$ cat src/rtl/io_board_pkg.sv
// Shared io_board definitions: scanner state encodings, default scan timing
// and the active-low seven-segment glyph table (bit 7 = dp, bits 6:0 = g..a).
package io_board_pkg;

   localparam int DEFAULT_DIGIT_CYCLES = 16384;
   localparam int DEFAULT_BLANK_CYCLES = 64;

   typedef enum logic {
      BLANK = 1'b0,
      DRIVE = 1'b1
   } scan_state_t;

   // Entry n is the glyph for nibble n; the dp bit is left dark (1) in every entry.
   localparam logic [15:0][7:0] GLYPH_TABLE = {
      8'h8E, 8'h86, 8'hA1, 8'hC6, 8'h83, 8'h88, 8'h90, 8'h80,
      8'hF8, 8'h82, 8'h92, 8'h99, 8'hB0, 8'hA4, 8'hF9, 8'hC0
   };

   localparam logic [3:0] SEL_OFF = 4'hF;
   localparam logic [7:0] SEG_OFF = 8'hFF;

endpackage

$ cat src/rtl/seg7_decode.sv
// Combinational hex-nibble to active-low seven-segment decoder (segments g..a).
module seg7_decode
   import io_board_pkg::*;
(
   input  logic [3:0] nibble,
   output logic [6:0] seg
);

   // Table lookup; the dp bit of the glyph is handled by the caller.
   assign seg = GLYPH_TABLE[nibble][6:0];

endmodule

$ cat src/rtl/seven_seg_scanner.sv
// Four-digit multiplexed seven-segment scanner. Each digit slot starts with a
// blanked guard interval (ghosting suppression) followed by the driven phase.
// New display contents are accepted into a pending register and only become
// visible at a frame boundary, so a frame never shows a torn value.
//
// Load handshake: a load transfers on any rising edge where load_valid and
// load_ready are both high; value_in, dp_in and blank_in are sampled on that
// edge only. load_ready is low while a load is pending, i.e. from the cycle
// after acceptance up to and including the frame boundary that commits it.
module seven_seg_scanner
   import io_board_pkg::*;
#(
   parameter int DIGIT_CYCLES = DEFAULT_DIGIT_CYCLES,
   parameter int BLANK_CYCLES = DEFAULT_BLANK_CYCLES
)
(
   input  logic        clk,
   input  logic        rst_n,
   input  logic [15:0] value_in,
   input  logic [3:0]  dp_in,
   input  logic [3:0]  blank_in,
   input  logic        load_valid,
   output logic        load_ready,
   output logic [3:0]  io_sel,
   output logic [7:0]  io_seg,
   output logic        frame_done,
   output logic        state_dbg
);

   localparam int CNT_W = $clog2(DIGIT_CYCLES);
   localparam logic [CNT_W-1:0] LAST_CNT   = CNT_W'(DIGIT_CYCLES - 1);
   localparam logic [CNT_W-1:0] BLANK_LAST = CNT_W'(BLANK_CYCLES - 1);

   scan_state_t      state;
   logic [CNT_W-1:0] slot_cnt;
   logic [1:0]       idx;

   logic [15:0]      disp_value;
   logic [3:0]       disp_dp;
   logic [3:0]       disp_blank;

   logic             pend_full;
   logic [15:0]      pend_value;
   logic [3:0]       pend_dp;
   logic [3:0]       pend_blank;

   logic [3:0]       cur_nibble;
   logic [6:0]       cur_glyph;
   logic             frame_end;
   logic             load_fire;

   assign load_ready = !pend_full;
   assign load_fire  = load_valid && load_ready;
   assign frame_end  = (state == DRIVE) && (idx == 2'd3) && (slot_cnt == LAST_CNT);
   assign frame_done = frame_end;
   assign state_dbg  = state;
   assign cur_nibble = disp_value[{idx, 2'b00} +: 4];

   seg7_decode u_decode (
      .nibble (cur_nibble),
      .seg    (cur_glyph)
   );

   // Slot timing FSM; outputs are loaded on the edge that enters each phase.
   always_ff @(posedge clk or negedge rst_n) begin
      if (!rst_n) begin
         state    <= BLANK;
         slot_cnt <= '0;
         idx      <= '0;
         io_sel   <= SEL_OFF;
         io_seg   <= SEG_OFF;
      end else begin
         slot_cnt <= (slot_cnt == LAST_CNT) ? '0 : slot_cnt + 1'b1;
         case (state)
            BLANK: begin
               if (slot_cnt == BLANK_LAST) begin
                  state <= DRIVE;
                  if (!disp_blank[idx]) begin
                     io_sel <= ~(4'b0001 << idx);
                     io_seg <= {~disp_dp[idx], cur_glyph};
                  end
               end
            end
            DRIVE: begin
               if (slot_cnt == LAST_CNT) begin
                  state  <= BLANK;
                  idx    <= idx + 1'b1;
                  io_sel <= SEL_OFF;
                  io_seg <= SEG_OFF;
               end
            end
            default: state <= BLANK;
         endcase
      end
   end

   // Capture accepted loads into pending; promote pending to the display at the frame boundary.
   always_ff @(posedge clk or negedge rst_n) begin
      if (!rst_n) begin
         disp_value <= '0;
         disp_dp    <= '0;
         disp_blank <= '0;
         pend_full  <= 1'b0;
         pend_value <= '0;
         pend_dp    <= '0;
         pend_blank <= '0;
      end else if (frame_end && pend_full) begin
         disp_value <= pend_value;
         disp_dp    <= pend_dp;
         disp_blank <= pend_blank;
         pend_full  <= 1'b0;
      end else if (load_fire) begin
         pend_value <= value_in;
         pend_dp    <= dp_in;
         pend_blank <= blank_in;
         pend_full  <= 1'b1;
      end
   end

endmodule

$ cat config.mk
export PLATFORM = sky130hd
export DESIGN_NAME = seven_seg_scanner
export DESIGN_NICKNAME = d
export VERILOG_FILES = /design/src/rtl/io_board_pkg.sv /design/src/rtl/seg7_decode.sv /design/src/rtl/seven_seg_scanner.sv
export SDC_FILE = /design/constraint.sdc
export NUM_CORES = 1
export LEC_CHECK = 0
export BUFFER_PORTS_ARGS = -buffer_cell sky130_fd_sc_hd__buf_2
export CORE_MARGIN = 8
export CORE_UTILIZATION = 52
export DETAILED_ROUTE_END_ITERATION = 6
export PLACE_DENSITY_LB_ADDON = 0.3
export SLEW_MARGIN = 10
export SYNTH_ARGS = -nofsm -noshare
export SYNTH_HDL_FRONTEND = slang
export SYNTH_SLANG_ARGS = --single-unit
$ cat constraint.sdc
create_clock -name clk -period 2.2 [get_ports clk]
set_input_delay 0.11 -clock clk [delete_from_list [all_inputs] [get_ports clk]]
set_output_delay 0.11 -clock clk [all_outputs]
set_load 0.02 [all_outputs]
==> flow_metrics.env, run 1 <==
export IMPL_synth_seq_cells=78
export IMPL_worstSetupPathType="flip-flop to flip-flop"
export IMPL_clock_latency_ps=360
export IMPL_ctsLongestPathBuffers=2
export IMPL_syn_inst=270
export IMPL_tightest_slew_ps=569
export IMPL_viasPerCell=5.27
export IMPL_avgSynthCellArea_um2=13.4
export IMPL_grt_pass1_wl_um=12300
export IMPL_drv_slew=0
export IMPL_drive_gt1_share_pct=45.5
export IMPL_fin_util_pct=67.6
export IMPL_synth_area_leader_cell="dfrtp_1"
export IMPL_setup_violations=1
export IMPL_start_util_pct=53.4
export IMPL_grt_usage_pct=15.7
export IMPL_seqPwrFrac_pct=52.6
export IMPL_rsz0062_at_grt="yes"
export IMPL_num_fill_cells=484
export IMPL_r2r_end="io_sel[0]$_DFFE_PN1P_"
export IMPL_fin_skew_ps=12.9
export IMPL_setup_worst_path_end_class="flip-flop"
export IMPL_fin_cells=445
export IMPL_cts_tree="built"
export IMPL_grt_use_met1_pct=19.8
export IMPL_drtIter0Drc=37
export IMPL_syn_to_final_growth_pct=26.5
export IMPL_p_switching_w=0.000653
export IMPL_min_delay_start="load_valid"
export IMPL_grt_overflow_total=0
export IMPL_p_int_w=0.00223
export IMPL_drt_wl_total_um=7050
export IMPL_rows=30
export IMPL_seq_area_frac_synth_pct=54.5
export IMPL_cap_violations=0
export IMPL_ys_warn_count=0
export IMPL_io_buffers=41
export IMPL_hold_viol=0
export IMPL_syn_area_mm2=0.00361
export IMPL_gr_usage_met2_pct=24.2
export IMPL_whs_path_depth=3
export IMPL_status="finished, violations left"
export IMPL_worst_hold_slack_ps=27.1
export IMPL_grt_pass1_vias=2515
export IMPL_num_vias=2344
export IMPL_place_congestion=0.814
export IMPL_dieWidth_um=99.3
export IMPL_cts_root_buf="clkbuf_8"
export IMPL_finalSetupTns_ps=-4.22
export IMPL_multiInputGateArea_mm2=0.00156
export IMPL_clockPowerShare_pct=42.8
export IMPL_power_static_leakage_nw=2.19
export IMPL_die_h_um=99.3
export IMPL_powerDensity_mw_per_mm2=631
export IMPL_synth_edf_count=0
export IMPL_comb_power_share_pct=4.6
export IMPL_syn_nets=308
export IMPL_ant_nets=0
export IMPL_drt_pass1_iter_count=4
export IMPL_critPathRequiredTime_ps=2490
export IMPL_coreArea_mm2=0.00676
export IMPL_critPathMaxFanout=7
export IMPL_reg2reg_slack_ps=-4
export IMPL_io_pins=42
export IMPL_ir_drop_uv=490
export IMPL_cts_sinks=78
export IMPL_period_minus_slack_ps=2200
export IMPL_holdPathEnd="pend_full$_DFFE_PN0P_"
export IMPL_nets=398
export IMPL_clock_fmax_ghz=0.454
export IMPL_power_switching_share_pct=22.7
export IMPL_antenna_cells=0
export IMPL_synthTopCellsByArea="dfrtp_1 (46%), mux2_2 (15%), dfstp_2 (8.7%)"
export IMPL_arrival_ps=2500
export IMPL_synth_top_area_share_pct=45.8
export IMPL_async_reset_ff_share_pct=100
export IMPL_busiest_layer="met2"
export IMPL_worst_slack_ps=-4.22
export IMPL_grt_max_degree=47
export IMPL_wl_per_cell_um=15.8
export IMPL_place_hpwl_um=5000
export IMPL_min_path_type="primary input to flip-flop"
export IMPL_drc=0
export IMPL_htreeDepth=3
export IMPL_place_inst=400
export IMPL_synth_ff_type="dfrtp_1"
export IMPL_startpoint_type="flip-flop"
export IMPL_min_period_over_period_pct=100
export IMPL_regArea_mm2=0.00197
export IMPL_dieArea_mm2=0.00986
export IMPL_use_met3_pct=5.03
export IMPL_antenna_found_initial=0
export IMPL_maxSlewHeadroom_pct=62.0
export IMPL_violations="negative setup slack"
export IMPL_synth_distinct_cells=42
export IMPL_reg2reg_from="slot_cnt[12]$_DFF_PN0_"
export IMPL_cts_made_buffers=9
export IMPL_clk_pin_slew_ps=80
export IMPL_rr_worst_depth=6
cells in the final DEF, fill, tap and decap left out, drive strengths merged, types with 2 or more instances in the layout:
cell type and count:
a2bb2oi 2, buf 65, bufinv 2, clkbuf 9, dfrtp 66, dfstp 12
dlygate4sd3 25, ha 11, inv 15, mux2 49, mux2i 2, mux4 7
nand2 17, nand3 11, nand4 3, nor2 15, nor2b 3, nor3 2
o211ai 3, o21ai 6, o22a 6, o22ai 2, or4 3, xnor2 9
xor2 7
per-layer routing:
layer	part of all wire, %	wire length (µm)
met5	0	0
met1	47	3300
met2	46	3280
met4	2.1	146
met3	4.6	325
timing repair:
action | CTS | global route
gates cloned | 0 | 1
gates resized for setup | 2 | 7
pin swaps | 1 | 2
endpoints found under the setup margin | 3 | 15
hold buffers | 25 | 0
endpoints found under the hold margin | 66 | 0
setup buffers | 0 | 3
cell families (layout without fill, tap and decap cells):
group	after synthesis	after routing	share of synthesized area [%]
AO/OA/AOI/OAI	25	25	5.72
XOR/XNOR	16	16	3.88
adder cells (fa/ha/maj)	11	11	3.81
buffers and inverters	23	118	3.36
flip-flops	78	78	54.5
multiplexers	58	58	20.3
AND/OR/NAND/NOR	59	59	8.42
sequential cells by signal (all words and copies together) (netlist names):
register,flops
slot_cnt,14
state_dbg,1
io_seg,8
disp_dp,4
pend_dp,4
idx,2
pend_full,1
io_sel,4
pend_value,16
disp_value,16
disp_blank,4
pend_blank,4
Yosys cell counts (all sizes together) (2+ instances only):
| cell type | n |
|---|---|
| nand4 | 3 |
| o21ai | 6 |
| dfrtp | 66 |
| nand3 | 11 |
| nor3 | 2 |
| o22ai | 2 |
| nand2 | 17 |
| inv | 12 |
| xnor2 | 9 |
| nor2b | 3 |
| mux2 | 49 |
| dfstp | 12 |
| a2bb2oi | 2 |
| mux2i | 2 |
| o22a | 6 |
| nor2 | 15 |
| mux4 | 7 |
| buf | 5 |
| ha | 11 |
| o211ai | 3 |
| clkbuf | 6 |
| or4 | 3 |
| xor2 | 7 |
per-stage QoR:
step                total power, W  setup WS (ps)  instance area [µm²]
global placement           0.00164           36.3                 4020
CTS                        0.00291           17.1                 4510
global route               0.00298          -78.6                 4570
detailed placement         0.00164          -4.23                 4020
finish                     0.00288          -4.22                 4570
floorplan                  0.00157          -14.5                 3610
power by group through the flow:
stage,clock [W],combinational (W),sequential [W]
floorplan,0,0.0000450,0.00153
global placement,0,0.0000985,0.00154
detailed placement,0,0.000102,0.00154
CTS,0.00126,0.000136,0.00151
global route,0.00131,0.000150,0.00152
finish,0.00123,0.000134,0.00151
final cells by class:
class                           count  share of cell area [%]
Sequential cell                    78                    43.1
Tap cell                           80                    2.19
Timing Repair Buffer               90                    14.6
Inverter                           12                   0.987
Clock buffer                        9                    2.71
Multi-Input combinational cell    169                    34.1
Clock inverter                      7                    2.30
worst max path at each step:
stage	slack (ps)	start	cells after the start	end
floorplan	-10	slot_cnt[7]$_DFF_PN0_	7	io_sel[1]$_DFFE_PN1P_
global placement	40	slot_cnt[12]$_DFF_PN0_	5	io_seg[6]$_DFFE_PN1P_
detailed placement	-4	slot_cnt[12]$_DFF_PN0_	5	io_seg[7]$_DFFE_PN1P_
CTS	20	slot_cnt[12]$_DFF_PN0_	5	io_seg[6]$_DFFE_PN1P_
global route	-80	slot_cnt[12]$_DFF_PN0_	6	io_sel[0]$_DFFE_PN1P_
finish	-4	slot_cnt[12]$_DFF_PN0_	6	io_sel[0]$_DFFE_PN1P_
worst max-delay path: stages, from the launching register on:
cell and delay (ps):
dfrtp_1 380, or4_4 520, or4_4 500, or3_4 350
buf_6 140, mux2i_1 160, nand2_1 80
No activity file was read; power rests on OpenSTA's default activity.
==> run 2: changes to the inputs <==
--- a/config.mk
+++ b/config.mk
@@ -6,8 +6,10 @@
 export NUM_CORES = 1
 export LEC_CHECK = 0
 export BUFFER_PORTS_ARGS = -buffer_cell sky130_fd_sc_hd__buf_2
+export CELL_PAD_IN_SITES_DETAIL_PLACEMENT = 2
+export CELL_PAD_IN_SITES_GLOBAL_PLACEMENT = 2
 export CORE_MARGIN = 8
-export CORE_UTILIZATION = 52
+export CORE_UTILIZATION = 40
 export DETAILED_ROUTE_END_ITERATION = 6
 export PLACE_DENSITY_LB_ADDON = 0.3
 export SLEW_MARGIN = 10
==> constraint.sdc (replaced) <==
create_clock -name clk -period 2.5 [get_ports clk]
set_input_delay 0.125 -clock clk [delete_from_list [all_inputs] [get_ports clk]]
set_output_delay 0.125 -clock clk [all_outputs]
set_load 0.02 [all_outputs]
==> flow_metrics.env, run 2 (synthesized netlist as in run 1, its figures left out) <==
export IMPL_grt_pass1_vias=2819
export IMPL_setup_worst_path_end_class="flip-flop"
export IMPL_antenna_cells=0
export IMPL_clock_latency_ps=360
export IMPL_maxSlewHeadroom_pct=35.2
export IMPL_power_switching_share_pct=24.2
export IMPL_ctsLongestPathBuffers=2
export IMPL_htreeDepth=3
export IMPL_clockPowerShare_pct=36.6
export IMPL_drt_pass1_iter_count=4
export IMPL_drtIter0Drc=67
export IMPL_status="finished clean"
export IMPL_min_path_type="primary input to flip-flop"
export IMPL_post_cts_buffers=0
export IMPL_p_int_w=0.00173
export IMPL_critPathRequiredTime_ps=2790
export IMPL_num_fill_cells=844
export IMPL_grt_overflow_total=0
export IMPL_powerDensity_mw_per_mm2=526
export IMPL_ant_nets=0
export IMPL_syn_to_final_growth_pct=20.1
export IMPL_rows=34
export IMPL_rr_worst_depth=5
export IMPL_viasPerCell=5.29
export IMPL_cts_root_buf="clkbuf_8"
export IMPL_ir_drop_uv=293
export IMPL_grt_max_degree=79
export IMPL_finalSetupTns_ps=0
export IMPL_clk_pin_slew_ps=80
export IMPL_reg2reg_slack_ps=150
export IMPL_seqPwrFrac_pct=58.5
export IMPL_start_util_pct=41.4
export IMPL_final_common_cell="dfrtp_1"
export IMPL_r2r_end="io_seg[6]$_DFFE_PN1P_"
export IMPL_num_vias=2396
export IMPL_antenna_found_initial=0
export IMPL_io_buffers=41
export IMPL_power_static_leakage_nw=2.06
export IMPL_min_delay_start="value_in[10]"
export IMPL_postCtsHoldBufs=19
export IMPL_nets=378
export IMPL_ctsResizeCount=0
export IMPL_reg2reg_from="slot_cnt[10]$_DFF_PN0_"
export IMPL_path_depth=5
export IMPL_grt_pass1_wl_um=15000
export IMPL_tightest_slew_ps=972
export IMPL_startpoint="slot_cnt[10]$_DFF_PN0_"
export IMPL_min_period_over_period_pct=93.9
export IMPL_cts_sinks=78
export IMPL_io_pins=42
export IMPL_critPathSlowestCell="or4_1"
export IMPL_coreArea_mm2=0.00872
export IMPL_wl_per_cell_um=20.0
export IMPL_place_congestion=0.756
export IMPL_whs_path_depth=2
export IMPL_arrival_ps=2640
export IMPL_holdPathEnd="pend_value[10]$_DFFE_PN0P_"
export IMPL_dieArea_mm2=0.0123
export IMPL_drive_gt1_share_pct=41.7
export IMPL_die_h_um=111
export IMPL_layout_common_cells="dfrtp_1 (66), mux2_2 (47), buf_2 (40)"
export IMPL_worstSetupPathType="flip-flop to flip-flop"
export IMPL_critPathMaxFanout=14
export IMPL_critPathMaxStageDelay_ps=540
export IMPL_hold_viol=0
export IMPL_drc=0
export IMPL_largest_registers="disp_value (16), pend_value (16), slot_cnt (14)"
export IMPL_place_hpwl_um=5860
export IMPL_fin_skew_ps=7.72
export IMPL_comb_power_share_pct=5.0
export IMPL_cap_violations=0
export IMPL_cts_made_buffers=9
export IMPL_dieWidth_um=111
export IMPL_path_cells="or4_1 -> or4_4 -> or3_1 -> buf_4 -> o22a_2"
export IMPL_setup_violations=0
export IMPL_multiInputGateArea_mm2=0.00152
export IMPL_worst_hold_slack_ps=17.3
export IMPL_drt_wl_total_um=9070
export IMPL_critPathTopFamily="simple AND/OR/NAND/NOR gates"
export IMPL_grt_usage_pct=15.3
export IMPL_period_minus_slack_ps=2350
export IMPL_regArea_mm2=0.00197
export IMPL_startpoint_type="flip-flop"
export IMPL_cts_tree="built"
export IMPL_p_switching_w=0.000552
export IMPL_crit_buf_inv=1
export IMPL_clock_fmax_ghz=0.426
export IMPL_rsz0062_at_grt="no"
export IMPL_drv_slew=0
[run 2: changes by cell type in the layout (fill, tap and decap cells not counted), sizes merged]
| cell | previous run | this run |
|---|---|---|
| bufinv | 2 | 0 |
| inv | 15 | 12 |
| buf | 65 | 51 |
| clkinv | 1 | 6 |
| dlygate4sd3 | 25 | 19 |
[run 2: metal layers]
layer	part of all wire, %	track usage [%]
met5	0	0
met1	43	17.7
met3	4.3	4.11
met4	3.0	8.92
met2	50	25.0
[run 2: metrics by stage]
stage | setup slack, ps | instances | utilization (%) | total power [W] | instance area [µm²]
5_1_grt | 86.5 | 453 | 49.7 | 0.00237 | 4330
4_1_cts | 150 | 453 | 49.7 | 0.00231 | 4330
3_5_place_dp | 158 | 418 | 45.6 | 0.00145 | 3980
3_3_place_gp | 199 | 418 | 45.6 | 0.00144 | 3980
2_1_floorplan | 213 | 270 | - | 0.00138 | 3610
6_report | 151 | 453 | 49.7 | 0.00228 | 4330
[run 2: worst max path at each step]
stage | endpoint | slack (ps)
2_1_floorplan | disp_value[0]$_DFFE_PN0P_ | 210
3_3_place_gp | io_seg[6]$_DFFE_PN1P_ | 200
3_5_place_dp | io_seg[6]$_DFFE_PN1P_ | 160
4_1_cts | io_seg[6]$_DFFE_PN1P_ | 150
5_1_grt | io_sel[0]$_DFFE_PN1P_ | 90
6_report | io_seg[6]$_DFFE_PN1P_ | 150
[run 2: power by group through the flow]
stage,Combinational (W),Sequential [W],Clock (W)
floorplan,0.0000396,0.00134,0
global placement,0.0000865,0.00135,0
detailed placement,0.0000912,0.00136,0
CTS,0.000116,0.00133,0.000863
global route,0.000125,0.00134,0.000905
finish,0.000113,0.00133,0.000833
[run 2: final cells by class]
| class | count | share of cell area, % |
|---|---|---|
| Clock inverter | 7 | 0.953 |
| Clock buffer | 9 | 2.86 |
| Inverter | 12 | 1.04 |
| Sequential cell | 78 | 45.4 |
| Tap cell | 108 | 3.12 |
| Timing Repair Buffer | 70 | 11.5 |
| Multi-Input combinational cell | 169 | 35.2 |
[run 2: worst register-to-register path, delay by kind of cell, from the launching register on]
kind,cells,cell delay (ps)
AND/OR/NAND/NOR,3,1430
AO/OA/AOI/OAI,1,250
flip-flops,1,420
buffers and inverters,1,200
==> run 3: changes to the inputs <==
--- a/config.mk
+++ b/config.mk
@@ -5,12 +5,12 @@
 export SDC_FILE = /design/constraint.sdc
 export NUM_CORES = 1
 export LEC_CHECK = 0
-export BUFFER_PORTS_ARGS = -buffer_cell sky130_fd_sc_hd__buf_2
 export CELL_PAD_IN_SITES_DETAIL_PLACEMENT = 2
 export CELL_PAD_IN_SITES_GLOBAL_PLACEMENT = 2
 export CORE_MARGIN = 8
-export CORE_UTILIZATION = 40
+export CORE_UTILIZATION = 44
 export DETAILED_ROUTE_END_ITERATION = 6
+export DONT_BUFFER_PORTS = 1
 export PLACE_DENSITY_LB_ADDON = 0.3
 export SLEW_MARGIN = 10
 export SYNTH_ARGS = -nofsm -noshare
==> flow_metrics.env, run 3 (synthesized netlist as in run 1, its figures left out) <==
export IMPL_critPathSlowestCell="or4_1"
export IMPL_ctsLongestPathBuffers=2
export IMPL_maxSlewHeadroom_pct=57.8
export IMPL_num_vias=2270
export IMPL_rr_worst_depth=6
export IMPL_comb_power_share_pct=4.7
export IMPL_drt_pass1_iter_count=4
export IMPL_drv_slew=0
export IMPL_rsz0062_at_grt="no"
export IMPL_period_minus_slack_ps=2380
export IMPL_antenna_cells=0
export IMPL_postCtsHoldBufs=27
export IMPL_place_hpwl_um=5540
export IMPL_critPathMaxStageDelay_ps=550
export IMPL_p_int_w=0.00176
export IMPL_grt_overflow_total=0
export IMPL_coreArea_mm2=0.00809
export IMPL_htreeDepth=3
export IMPL_start_util_pct=44.6
export IMPL_ctsResizeCount=0
export IMPL_dieWidth_um=107
export IMPL_status="finished clean"
export IMPL_antenna_found_initial=0
export IMPL_powerDensity_mw_per_mm2=557
export IMPL_syn_to_final_growth_pct=16.8
export IMPL_place_ws_ps=136
export IMPL_cts_made_buffers=9
export IMPL_drive_gt1_share_pct=33.0
export IMPL_p_switching_w=0.000589
export IMPL_rows=33
export IMPL_power_switching_share_pct=25.1
export IMPL_ant_nets=0
export IMPL_min_path_type="primary input to async pin"
export IMPL_num_fill_cells=776
export IMPL_critPathMaxFanout=14
export IMPL_critPathRequiredTime_ps=2790
export IMPL_fin_skew_ps=21.8
export IMPL_worstSetupPathType="flip-flop to flip-flop"
export IMPL_fin_total_pwr_w=0.00235
export IMPL_grt_pass1_vias=2646
export IMPL_clk_pin_slew_ps=90
export IMPL_nets=345
export IMPL_viasPerCell=5.44
export IMPL_drtIter0Drc=110
export IMPL_die_h_um=107
export IMPL_cap_violations=0
export IMPL_fin_util_pct=52.1
export IMPL_power_static_leakage_nw=1.91
export IMPL_cts_sinks=78
export IMPL_setup_violations=0
export IMPL_grt_max_degree=79
export IMPL_arrival_ps=2670
export IMPL_io_pins=42
export IMPL_clockPowerShare_pct=38.4
export IMPL_startpoint_type="flip-flop"
export IMPL_drc=0
export IMPL_path_cells="or4_1 -> or4_4 -> or3_1 -> buf_4 -> mux2i_1 -> nand2_1"
export IMPL_cts_tree="built"
export IMPL_place_congestion=0.731
export IMPL_hold_viol=0
export IMPL_wl_per_cell_um=22.8
export IMPL_seqPwrFrac_pct=56.9
export IMPL_cts_root_buf="clkbuf_8"
export IMPL_io_buffers=0
export IMPL_largest_registers="disp_value (16), pend_value (16), slot_cnt (14)"
export IMPL_worst_slack_ps=120
export IMPL_post_cts_buffers=0
export IMPL_final_common_cell="dfrtp_1"
export IMPL_setup_worst_path_end_class="flip-flop"
export IMPL_dieArea_mm2=0.0114
export IMPL_grt_pass1_wl_um=15500
export IMPL_clock_fmax_ghz=0.420
export IMPL_drt_wl_total_um=9510
export IMPL_layout_common_cells="dfrtp_1 (66), mux2_2 (47), dlygate4sd3_1 (26)"
export IMPL_min_period_over_period_pct=95.2
export IMPL_ir_drop_uv=424
export IMPL_finalSetupTns_ps=0
export IMPL_tightest_slew_ps=628
export IMPL_grt_usage_pct=18.1
export IMPL_clock_latency_ps=370
## run 3: cell count changes in the layout (fill, tap and decap cells not counted)
cell,before,now
clkbuf_1,0,1
buf_16,0,1
buf_12,2,1
inv_6,0,1
clkbuf_8,9,10
buf_2,40,0
clkinvlp_4,1,2
dlygate4sd3_1,19,26
clkinv_4,1,0
clkinv_2,5,2
## run 3: layer usage
layer  global-route usage [%]  vias up  wire [µm]
li1                         -     1020          -
met5                        0        -          0
met3                     4.44       13        474
met1                     22.0     1188       4070
met2                     30.1       49       4810
met4                     7.24        0        160
## run 3: worst max-delay path: cells and delay by family (launching register included)
family / cells / cell delay, ps
buffers and inverters: 1 / 200
DFF: 1 / 430
and+or+nand+nor: 4 / 1510
muxes: 1 / 170
## run 3: per-stage QoR
step | area [µm²] | hold WS [ps] | instances
6_report | 4220 | 319 | 417
5_1_grt | 4220 | 341 | 417
4_1_cts | 4220 | 321 | 417
3_5_place_dp | 3750 | -168 | 374
3_3_place_gp | 3750 | -168 | 374
2_1_floorplan | 3610 | -171 | 270
## run 3: layout make-up
cell class	count	area, µm²	area share [%]
multi-input cells	169	1520	36.1
inverters	12	45.0	1.07
clock buffers	11	141	3.35
repair buffers	37	375	8.90
clock inverters	5	33.8	0.801
flip-flops and latches	78	1970	46.6
well taps	105	131	3.11
## run 3: final timing paths
kind	from	endpoint	slack, ps
max in group asynchronous	rst_n	io_seg[2]$_DFFE_PN1P_	1800
hold / removal	rst_n	pend_value[12]$_DFFE_PN0P_	320
min in group clk	load_valid	pend_value[2]$_DFFE_PN0P_	400
setup reg to reg	slot_cnt[10]$_DFF_PN0_	io_sel[0]$_DFFE_PN1P_	120
setup / recovery	slot_cnt[10]$_DFF_PN0_	io_sel[0]$_DFFE_PN1P_	120
hold reg to reg	slot_cnt[0]$_DFF_PN0_	slot_cnt[0]$_DFF_PN0_	500
## run 3: power by group through the flow
stage	Clock [W]	Combinational [W]	Sequential, W
after CTS	0.000888	0.000107	0.00133
after global routing	0.000967	0.000122	0.00134
after global placement	0	0.0000406	0.00135
after detailed placement	0	0.0000441	0.00136
final	0.000902	0.000111	0.00134
after floorplan	0	0.0000396	0.00134
